**config.mk**
```make
export PLATFORM = sky130hd
export DESIGN_NAME = dc_offset_remover_flat
export DESIGN_NICKNAME = d
export VERILOG_FILES = /design/src/rtl/dc_offset_remover_pkg.sv /design/src/rtl/dc_offset_remover_if.sv /design/src/rtl/dc_offset_remover_win_extrema.sv /design/src/rtl/dc_offset_remover.sv /design/src/flat_wrapper.sv
export SDC_FILE = /design/constraint.sdc
export NUM_CORES = 1
export LEC_CHECK = 0
export CAP_MARGIN = 20
export CORE_MARGIN = 2
export CORE_UTILIZATION = 35
export DETAILED_ROUTE_END_ITERATION = 12
export PLACE_DENSITY = 0.56
export SLEW_MARGIN = 20
export SYNTH_ARGS = -nofsm -noshare
export SYNTH_HDL_FRONTEND = slang
export SYNTH_SLANG_ARGS = --single-unit
```
**constraint.sdc**
```tcl
create_clock -name adc_clk -period 8.5 [get_ports adc_clk]
set_clock_uncertainty 0.05 [all_clocks]
set_input_delay 0.85 -clock adc_clk [delete_from_list [all_inputs] [get_ports adc_clk]]
set_output_delay 0.85 -clock adc_clk [all_outputs]
set_load 0.01 [all_outputs]
```
**src/rtl/dc_offset_remover_pkg.sv**
```systemverilog
// Shared types and helpers for the zero-crossing frequency detector signal chain.
// Imported by dc_offset_remover and by the blocks on the freq_detector side.
package dc_offset_remover_pkg;

   typedef enum logic {ACQUIRE, TRACK} dcr_state_t;

   // Clamp a signed value to the range of a signed word of the given width.
   function automatic int sat_narrow(input int value, input int unsigned width);
      int hi;
      int lo;
      hi = (1 <<< (width - 1)) - 1;
      lo = -(1 <<< (width - 1));
      if (value > hi)
         return hi;
      else if (value < lo)
         return lo;
      return value;
   endfunction

endpackage

```
**src/rtl/dc_offset_remover_if.sv**
```systemverilog
// Sample and statistics bundle between the ADC front end and the DC offset remover.
// The producer owns data_in; the remover drives everything else.
interface dc_offset_remover_if #(
   parameter int DATA_WIDTH = 12
);
   logic        [DATA_WIDTH-1:0] data_in;
   logic signed [DATA_WIDTH-1:0] data_out;
   logic        [DATA_WIDTH-1:0] offset;
   logic        [DATA_WIDTH-1:0] amplitude;
   logic                         offset_valid;
   logic                         signal_present;
   logic                         win_done;

   modport master (
      output data_in,
      input  data_out, offset, amplitude, offset_valid, signal_present, win_done
   );

   modport slave (
      input  data_in,
      output data_out, offset, amplitude, offset_valid, signal_present, win_done
   );
endinterface

```
**src/rtl/dc_offset_remover_win_extrema.sv**
```systemverilog
// Per-window running max/min tracker. max_f/min_f already include the current sample,
// so the window-end edge can latch statistics without an extra cycle.
module win_extrema
   import dc_offset_remover_pkg::*;
#(
   parameter int DATA_WIDTH = 12
) (
   input  logic                  clk,
   input  logic                  rst_n,
   input  logic                  load,
   input  logic [DATA_WIDTH-1:0] sample,
   output logic [DATA_WIDTH-1:0] max_f,
   output logic [DATA_WIDTH-1:0] min_f
);

   logic [DATA_WIDTH-1:0] max_r;
   logic [DATA_WIDTH-1:0] min_r;

   always_comb begin
      max_f = sample;
      min_f = sample;
      if (!load) begin
         max_f = (sample > max_r) ? sample : max_r;
         min_f = (sample < min_r) ? sample : min_r;
      end
   end

   always_ff @(posedge clk or negedge rst_n) begin
      if (!rst_n) begin
         max_r <= '0;
         min_r <= '0;
      end else begin
         max_r <= max_f;
         min_r <= min_f;
      end
   end

endmodule

```
**src/rtl/dc_offset_remover.sv**
```systemverilog
// Removes the DC offset from raw unsigned ADC samples using the midpoint of each window's
// min/max, and reports half peak-to-peak amplitude plus a signal-present flag.
module dc_offset_remover
   import dc_offset_remover_pkg::*;
#(
   parameter int DATA_WIDTH  = 12,
   parameter int WIN_LOG2    = 10,
   parameter int MIN_AMP     = 16,
   parameter int OFFSET_INIT = 2048
) (
   input  logic             adc_clk,
   input  logic             rst_n,
   dc_offset_remover_if.slave bus
);

   localparam logic [DATA_WIDTH-1:0] OFFSET_INIT_W = DATA_WIDTH'(OFFSET_INIT);

   dcr_state_t                   state;
   logic [WIN_LOG2-1:0]          win_cnt;
   logic                         win_start;
   logic                         win_end;
   logic [DATA_WIDTH-1:0]        max_f;
   logic [DATA_WIDTH-1:0]        min_f;
   logic [DATA_WIDTH:0]          mid_sum;
   logic [DATA_WIDTH-1:0]        span;
   logic [DATA_WIDTH-1:0]        offset_next;
   logic [DATA_WIDTH-1:0]        amp_next;

   logic [DATA_WIDTH-1:0]        offset_r;
   logic [DATA_WIDTH-1:0]        amplitude_r;
   logic                         offset_valid_r;
   logic                         signal_present_r;
   logic                         win_done_r;
   logic [DATA_WIDTH-1:0]        d1;
   logic signed [DATA_WIDTH:0]   diff;
   logic signed [DATA_WIDTH-1:0] data_out_r;

   assign win_start = (win_cnt == '0);
   assign win_end   = (win_cnt == '1);

   win_extrema #(
      .DATA_WIDTH(DATA_WIDTH)
   ) u_extrema (
      .clk    (adc_clk),
      .rst_n  (rst_n),
      .load   (win_start),
      .sample (bus.data_in),
      .max_f  (max_f),
      .min_f  (min_f)
   );

   // One extra bit on the sum so full-scale max+min cannot overflow before halving.
   always_comb begin
      mid_sum     = {1'b0, max_f} + {1'b0, min_f};
      offset_next = mid_sum[DATA_WIDTH:1];
      span        = max_f - min_f;
      amp_next    = span >> 1;
   end

   always_ff @(posedge adc_clk or negedge rst_n) begin
      if (!rst_n)
         win_cnt <= '0;
      else
         win_cnt <= win_cnt + 1'b1;
   end

   always_ff @(posedge adc_clk or negedge rst_n) begin
      if (!rst_n) begin
         state            <= ACQUIRE;
         offset_r         <= OFFSET_INIT_W;
         amplitude_r      <= '0;
         offset_valid_r   <= 1'b0;
         signal_present_r <= 1'b0;
         win_done_r       <= 1'b0;
      end else begin
         win_done_r <= win_end;
         if (win_end) begin
            offset_r         <= offset_next;
            amplitude_r      <= amp_next;
            signal_present_r <= (int'(amp_next) >= MIN_AMP);
            offset_valid_r   <= 1'b1;
         end
         case (state)
            ACQUIRE: if (win_end) state <= TRACK;
            TRACK:   state <= TRACK;
         endcase
      end
   end

   // d1 pairs with the offset register as it stands after the same edge, so the
   // window's last sample is the first one corrected by that window's new offset.
   always_comb diff = $signed({1'b0, d1}) - $signed({1'b0, offset_r});

   always_ff @(posedge adc_clk or negedge rst_n) begin
      if (!rst_n) begin
         d1         <= '0;
         data_out_r <= '0;
      end else begin
         d1         <= bus.data_in;
         data_out_r <= DATA_WIDTH'(sat_narrow(int'(diff), DATA_WIDTH));
      end
   end

   assign bus.data_out       = data_out_r;
   assign bus.offset         = offset_r;
   assign bus.amplitude      = amplitude_r;
   assign bus.offset_valid   = offset_valid_r;
   assign bus.signal_present = signal_present_r;
   assign bus.win_done       = win_done_r;

endmodule
```
**src/flat_wrapper.sv**
```systemverilog
// flat-port wrapper written by rule: the top's interface ports become plain ports
module dc_offset_remover_flat import dc_offset_remover_pkg::*;
#(
   parameter int DATA_WIDTH  = 12,
   parameter int WIN_LOG2    = 10,
   parameter int MIN_AMP     = 16,
   parameter int OFFSET_INIT = 2048
)
  (adc_clk, rst_n, bus_data_in, bus_data_out, bus_offset, bus_amplitude, bus_offset_valid, bus_signal_present, bus_win_done);
  dc_offset_remover_if #(.DATA_WIDTH(DATA_WIDTH)) bus_i ();
  input  logic adc_clk;
  input  logic rst_n;
  input wire logic [$bits(bus_i.data_in)-1:0] bus_data_in;
  output wire logic [$bits(bus_i.data_out)-1:0] bus_data_out;
  output wire logic [$bits(bus_i.offset)-1:0] bus_offset;
  output wire logic [$bits(bus_i.amplitude)-1:0] bus_amplitude;
  output wire logic [$bits(bus_i.offset_valid)-1:0] bus_offset_valid;
  output wire logic [$bits(bus_i.signal_present)-1:0] bus_signal_present;
  output wire logic [$bits(bus_i.win_done)-1:0] bus_win_done;
  assign bus_i.data_in = bus_data_in;
  assign bus_data_out = bus_i.data_out;
  assign bus_offset = bus_i.offset;
  assign bus_amplitude = bus_i.amplitude;
  assign bus_offset_valid = bus_i.offset_valid;
  assign bus_signal_present = bus_i.signal_present;
  assign bus_win_done = bus_i.win_done;
  dc_offset_remover #(.DATA_WIDTH(DATA_WIDTH), .WIN_LOG2(WIN_LOG2), .MIN_AMP(MIN_AMP), .OFFSET_INIT(OFFSET_INIT)) u_core (.adc_clk(adc_clk), .rst_n(rst_n), .bus(bus_i));
endmodule
```
Yosys cells after proc, flatten, opt, wreduce, memory -nomap -nowiden. Cells that the tools add are included.

Add/sub/neg operators: 4. $mul: 0. Divide/modulo/power cells: 0. Magnitude comparators: 5. Equal/unequal tests: 1. Shift-type cells: 0. Multiplexer cells: 9. Bitwise operators: 0. Reduce and logical (&&, ||, !) cells: 1.

Operator list (number): two-way mux 12 bit (7); adder 12 x 12 -> 13 bit (1); > comparator 13 x 12 -> 1 bit, second input constant (1); less-than comparator 13 x 12 -> 1 bit, second input constant (1); subtractor 12 x 12 -> 13 bit (1); > comparator 12 bit (1); less-than comparator 12 bit (1); subtractor 12 bit (1); >= comparator 11 x 5 -> 1 bit, second input constant (1); adder 10 x 1 -> 10 bit, second input constant (1); equality test 10 bit, second input constant (1); zero test 10 bit (1); two-way mux 1 bit (2).

Register bits after elaboration: 84. Bits in latches: 0. Bits in writable memories: 0. Memory bits (read-only): 0. Output and inout bits: 39. Memories kept: 0.

Longest topological paths before layout.
Word-level depth: 5. Depth in mapped cells: 21. Gate-level depth less buffers: 20.

Hierarchy. From an unflattened synthesis, not the netlist that was laid out.

Cells, all modules: 590. Area total of the unflattened synthesis: 5576.6 µm².

Modules (own cells, without submodules): dc_offset_remover (times used 1, cells an instance 378, area an instance 3664.8 µm²); win_extrema (times used 1, cells an instance 212, area an instance 1911.8 µm²).

Least setup slack after synthesis. OpenSTA, ideal clock, no wires.

Kind: input port to flip-flop. From: in bus_data_in[1]. To: reg u_core.offset_r[11], in the netlist u_core.bus.offset[11]. Library setup time: 89 ps. Arrival: 4640 ps. Path slack: 3721 ps. Stages: 20. Path buffers: 2. Path through: ha_1 -> nor2b_1 -> o211ai_1 -> a211o_1 -> a31o_2 -> and2_1 -> clkbuf_1 -> mux2_2 -> ha_1 -> clkbuf_1 -> a21o_1 -> a21oi_1 -> o21bai_1 -> a21oi_1 -> o21bai_1 -> a21oi_1 -> o21bai_1 -> a21bo_2 -> a211oi_1 -> a21oi_1.

Cells in the longest elaborated chain, start to end: 4. Elaborated cells between the ends (all ways): 7.

Ends and longest elaborated chain: start, declared (line flat_wrapper.sv:13) `input wire logic [$bits(bus_i.data_in)-1:0] bus_data_in;`; > comparator 12 bit (line dc_offset_remover_win_extrema.sv:23) `max_f = (sample > max_r) ? sample : max_r;`; two-way mux 12 bit (line dc_offset_remover_win_extrema.sv:23); two-way mux 12 bit (line dc_offset_remover_win_extrema.sv:22) `if (!load) begin`; named net u_core.max_f[2] (line dc_offset_remover.sv:22) `logic [DATA_WIDTH-1:0] max_f;`; adder 12 x 12 -> 13 bit (line dc_offset_remover.sv:54) `mid_sum = {1'b0, max_f} + {1'b0, min_f};`; end signal, assigned (line dc_offset_remover.sv:78) `offset_r <= offset_next;`; end, declared (line dc_offset_remover.sv:29) `logic [DATA_WIDTH-1:0] offset_r;`.

The timed path passes the listed nets, and every way through them passes these cells. A chain may end at the register's enable or synchronous reset.

Worst setup path after layout.
From: in bus_data_in[1]. To: reg u_core.signal_present_r, in the netlist u_core.bus.signal_present.

Cells in the longest elaborated chain, start to end: 5. Elaborated cells between the ends (all ways): 8.

Ends and longest elaborated chain: less-than comparator 12 bit (line dc_offset_remover_win_extrema.sv:24) `min_f = (sample < min_r) ? sample : min_r;`; two-way mux 12 bit (line dc_offset_remover_win_extrema.sv:24); two-way mux 12 bit (line dc_offset_remover_win_extrema.sv:22); named net u_core.min_f[2] (line dc_offset_remover.sv:23) `logic [DATA_WIDTH-1:0] min_f;`; subtractor 12 bit (line dc_offset_remover.sv:56) `span = max_f - min_f;`; >= comparator 11 x 5 -> 1 bit (line dc_offset_remover.sv:80) `signal_present_r <= (int'(amp_next) >= MIN_AMP);`; end signal, assigned (line dc_offset_remover.sv:80); end, declared (line dc_offset_remover.sv:32) `logic signal_present_r;`.

The timed path passes the listed nets, and every way through them passes these cells.

==> insert_results.sql <==
INSERT INTO impl_metrics (metric_group, metric, value, unit) VALUES
('yosys', 'synth_top_family_by_area', 'adder cells', ''),
('cts', 'ctsLongestPathBuffers', '2', ''),
('yosys', 'synth_compound_area_frac', '0.150', ''),
('cts', 'clock-sinks', '84', ''),
('yosys', 'syn-instance-count', '525', ''),
('placement', 'globalplace.congestion', '0.869', ''),
('detailed_routing', 'route.detailed.wl_per_inst', '14.9', 'µm'),
('yosys', 'synth_cell_types', '55', ''),
('critical_path', 'cpPeakStageDelay', '0.73', 'ns'),
('critical_path', 'crit_chain', 'clkdlybuf4s50_1, ha_1, o21a_1, o31ai_1, a2111oi_1, o31a_1, mux2_2, ha_1, nand2b_1, a21oi_1, o21ai_0, a21oi_1, o211ai_1, a21oi_1, nor4_1, a211oi_1, and4_1, a31oi_1', ''),
('sta', 'tightestPinTransition', '0.853', 'ns'),
('layout', 'nNetsFinal', '648', ''),
('yosys', 'synth-simple-area-share', '0.117', ''),
('floorplan', 'die-width', '125', 'µm'),
('yosys', 'syn-mean-instance-area', '9.80', 'µm²'),
('detailed_routing', 'vias', '3770', ''),
('cts', 'postCtsSetupRepairBufs', '0', ''),
('pwr', 'vdd_ir_drop_max', '0.000149', 'V'),
('yosys', 'synth.ff_latch_count', '84', ''),
('layout', 'final_layout_size_suffix_gt1_frac', '0.0952', ''),
('cts', 'cts-root-buf', 'clkbuf_16', ''),
('cts', 'cts_resized', '0', ''),
('placement', 'place.port_buffers', '51', ''),
('layout', 'fraction_of_the_core_area_covered_by_cells_at_the_end_of_the_flow', '0.423', ''),
('cts', 'clkSlewWorstSetupHoldPaths', '0.06', 'ns'),
('yosys', 'synthAdderAreaFrac', '0.153', ''),
('cts', 'tritoncts.num_buffers', '9', ''),
('run_status', 'status', 'finished clean', ''),
('floorplan', 'initial_core_utilization', '0.357', ''),
('sta', 'report.final.setup_viol', '0', ''),
('critical_path', 'critPathKind', 'input pin to register', ''),
('cts', 'cts_tree', 'built', ''),
('floorplan', 'num_rows', '44', ''),
('sta', 'hold_viol_final', '0', ''),
('pwr', 'cellLeakagePower', '2.98', 'nW'),
('yosys', 'synth_top_area_frac', '0.404', ''),
('layout', 'layout.area.seq', '2100', 'µm²'),
('yosys', 'async_reset_ff_frac', '1.00', ''),
('sta', 'tns', '0', 'ns'),
('placement', 'dpl.hpwl', '8870', 'µm'),
('yosys', 'yosys_warnings', '0', ''),
('yosys', 'synth_top_cell_by_area', 'dfrtp_1', ''),
('min_path', 'min_path_cells', '1', ''),
('placement', 'pre_cts_slack', '2.50', 'ns'),
('yosys', 'synth_area_leaders', 'dfrtp_1 40%, ha_1 14%, inv_1 4.9%', ''),
('critical_path', 'cp_data_arrival_time', '5.77', 'ns'),
('placement', 'post-place-cells', '746', ''),
('layout', 'final_cell_count_no_fill', '762', ''),
('cts', 'clock_tree.htree_level_count', '3', ''),
('critical_path', 'worst-r2r-setup-slack', '3.61', 'ns'),
('placement', 'place_area', '5830', 'µm²'),
('layout', 'combined_area_of_the_multi_input_logic_cells', '2720', 'µm²'),
('detailed_routing', 'totalWireLength', '11300', 'µm'),
('pwr', 'cellPowerDensity', '372', 'nW/µm²'),
('layout', 'layout-area-overhead-vs-synth', '18.6', '%'),
('detailed_routing', 'via_per_inst', '4.95', ''),
('floorplan', 'dieArea', '15700', 'µm²'),
('yosys', 'synthMuxAreaShare', '0.0518', ''),
('sta', 'finalMaxSlewViolations', '0', ''),
('sta', 'headroom_to_the_max_slew_limit', '0.431', ''),
('floorplan', 'top_level_ports', '53', ''),
('min_path', 'min_path_type', 'register to register', ''),
('cts', 'cts.hold.buffers_added', '0', ''),
('detailed_routing', 'antenna_left', '0', ''),
('global_route', 'maximum_number_of_pins_on_one_net_before_global_route_repair', '48', ''),
('floorplan', 'fp.dieH', '125', 'µm'),
('layout', 'layout.filler_cells', '1392', ''),
('critical_path', 'cpMaxStageDelayCell', 'o31a_1', ''),
('critical_path', 'crit_path_frequent_cell', 'a21oi_1', ''),
('critical_path', 'timing.critical_path.from_type', 'input pin', ''),
('yosys', 'synth_seq_area_share', '0.409', '');
-- cell usage in the layout (no fill, tap or decap), types with 4 or more instances in the layout --
cell,n
a21o_1,15
a21oi_1,33
a31o_2,4
a31oi_1,4
and3_1,7
clkbuf_16,9
clkdlybuf4s50_1,50
dfrtp_1,83
ha_1,58
inv_1,67
mux2_2,21
nand2_1,36
nand2b_1,6
nand3_1,14
nand4_1,7
nor2_1,23
nor2b_1,6
nor3_1,7
o21ai_0,26
o21bai_1,8
xnor2_1,22
xor2_1,11
-- synthesized netlist by cell type (3+ instances only) --
master	number
a211o_1	3
mux2_2	21
nand3_1	14
xnor2_1	22
o31ai_1	3
a31oi_1	4
fa_1	3
o21ai_0	26
a21o_1	15
dfrtp_1	83
nor2_1	23
o21bai_1	8
nor4_1	3
inv_1	67
nand4_1	7
nor2b_1	6
a211oi_1	3
a31o_2	4
a21oi_1	33
nand2b_1	6
and3_1	7
xor2_1	11
ha_1	58
clkbuf_1	13
nand2_1	36
o211ai_1	3
mux2i_1	3
nor3_1	7
-- flip-flops by register name (all words and copies together) (netlist names) --
register,flops
u_core.bus.signal_present,1
u_core.bus.offset,12
u_core.u_extrema.max_r,12
u_core.d1,12
u_core.bus.data_out,12
u_core.u_extrema.min_r,12
u_core.bus.amplitude,11
u_core.bus.win_done,1
u_core.bus.offset_valid,1
u_core.win_cnt,10
-- final timing paths --
path	start	to
max	bus_data_in[1]	u_core.bus.signal_present$_DFFE_PN0P_
min	u_core.bus.offset_valid$_DFFE_PN0P_	u_core.bus.offset_valid$_DFFE_PN0P_
max reg2reg	u_core.u_extrema.min_r[2]$_DFF_PN0_	u_core.bus.signal_present$_DFFE_PN0P_
min reg2reg	u_core.bus.offset_valid$_DFFE_PN0P_	u_core.bus.offset_valid$_DFFE_PN0P_
max in group asynchronous	rst_n	u_core.win_cnt[5]$_DFF_PN0_
min in group asynchronous	rst_n	u_core.bus.data_out[0]$_DFF_PN0_
-- critical path: cells and delay by family --
kind | cells | cell delay [ns]
mux | 1 | 0.45
simple gates | 3 | 0.54
buf+inv | 1 | 0.52
compound gates | 11 | 2.63
fa+ha+maj | 2 | 0.77
-- logic make-up after synthesis --
family / after synthesis
DFF: 84
and+or+nand+nor: 120
buffers and inverters: 83
muxes: 24
xor gates and xnor gates: 33
other: 1
AOI/OAI and AO/OA: 119
adders and majority gates: 61
-- power by group --
part / total (mW) / internal (mW) / switching, mW
clock network: 0.365 / 0.206 / 0.159
logic: 1.40 / 0.577 / 0.821
registers: 0.507 / 0.473 / 0.0344
-- layout make-up --
class                      instances  share of cell area
clock buffer                      11              0.0397
clock inverter                     5             0.00594
inverter                          67              0.0412
multi-input combinational        358               0.445
sequential                        84               0.344
tap                              184              0.0377
timing repair buffer              53              0.0856
-- layer usage --
layer / track usage / share of wire / up-vias
met5: 0 / 0 / -
met4: 0.0503 / 0.020 / 0
met3: 0.0462 / 0.051 / 13
met2: 0.237 / 0.45 / 72
met1: 0.205 / 0.48 / 1784
li1: - / - / 1901
(Power assumes the default switching activity.)
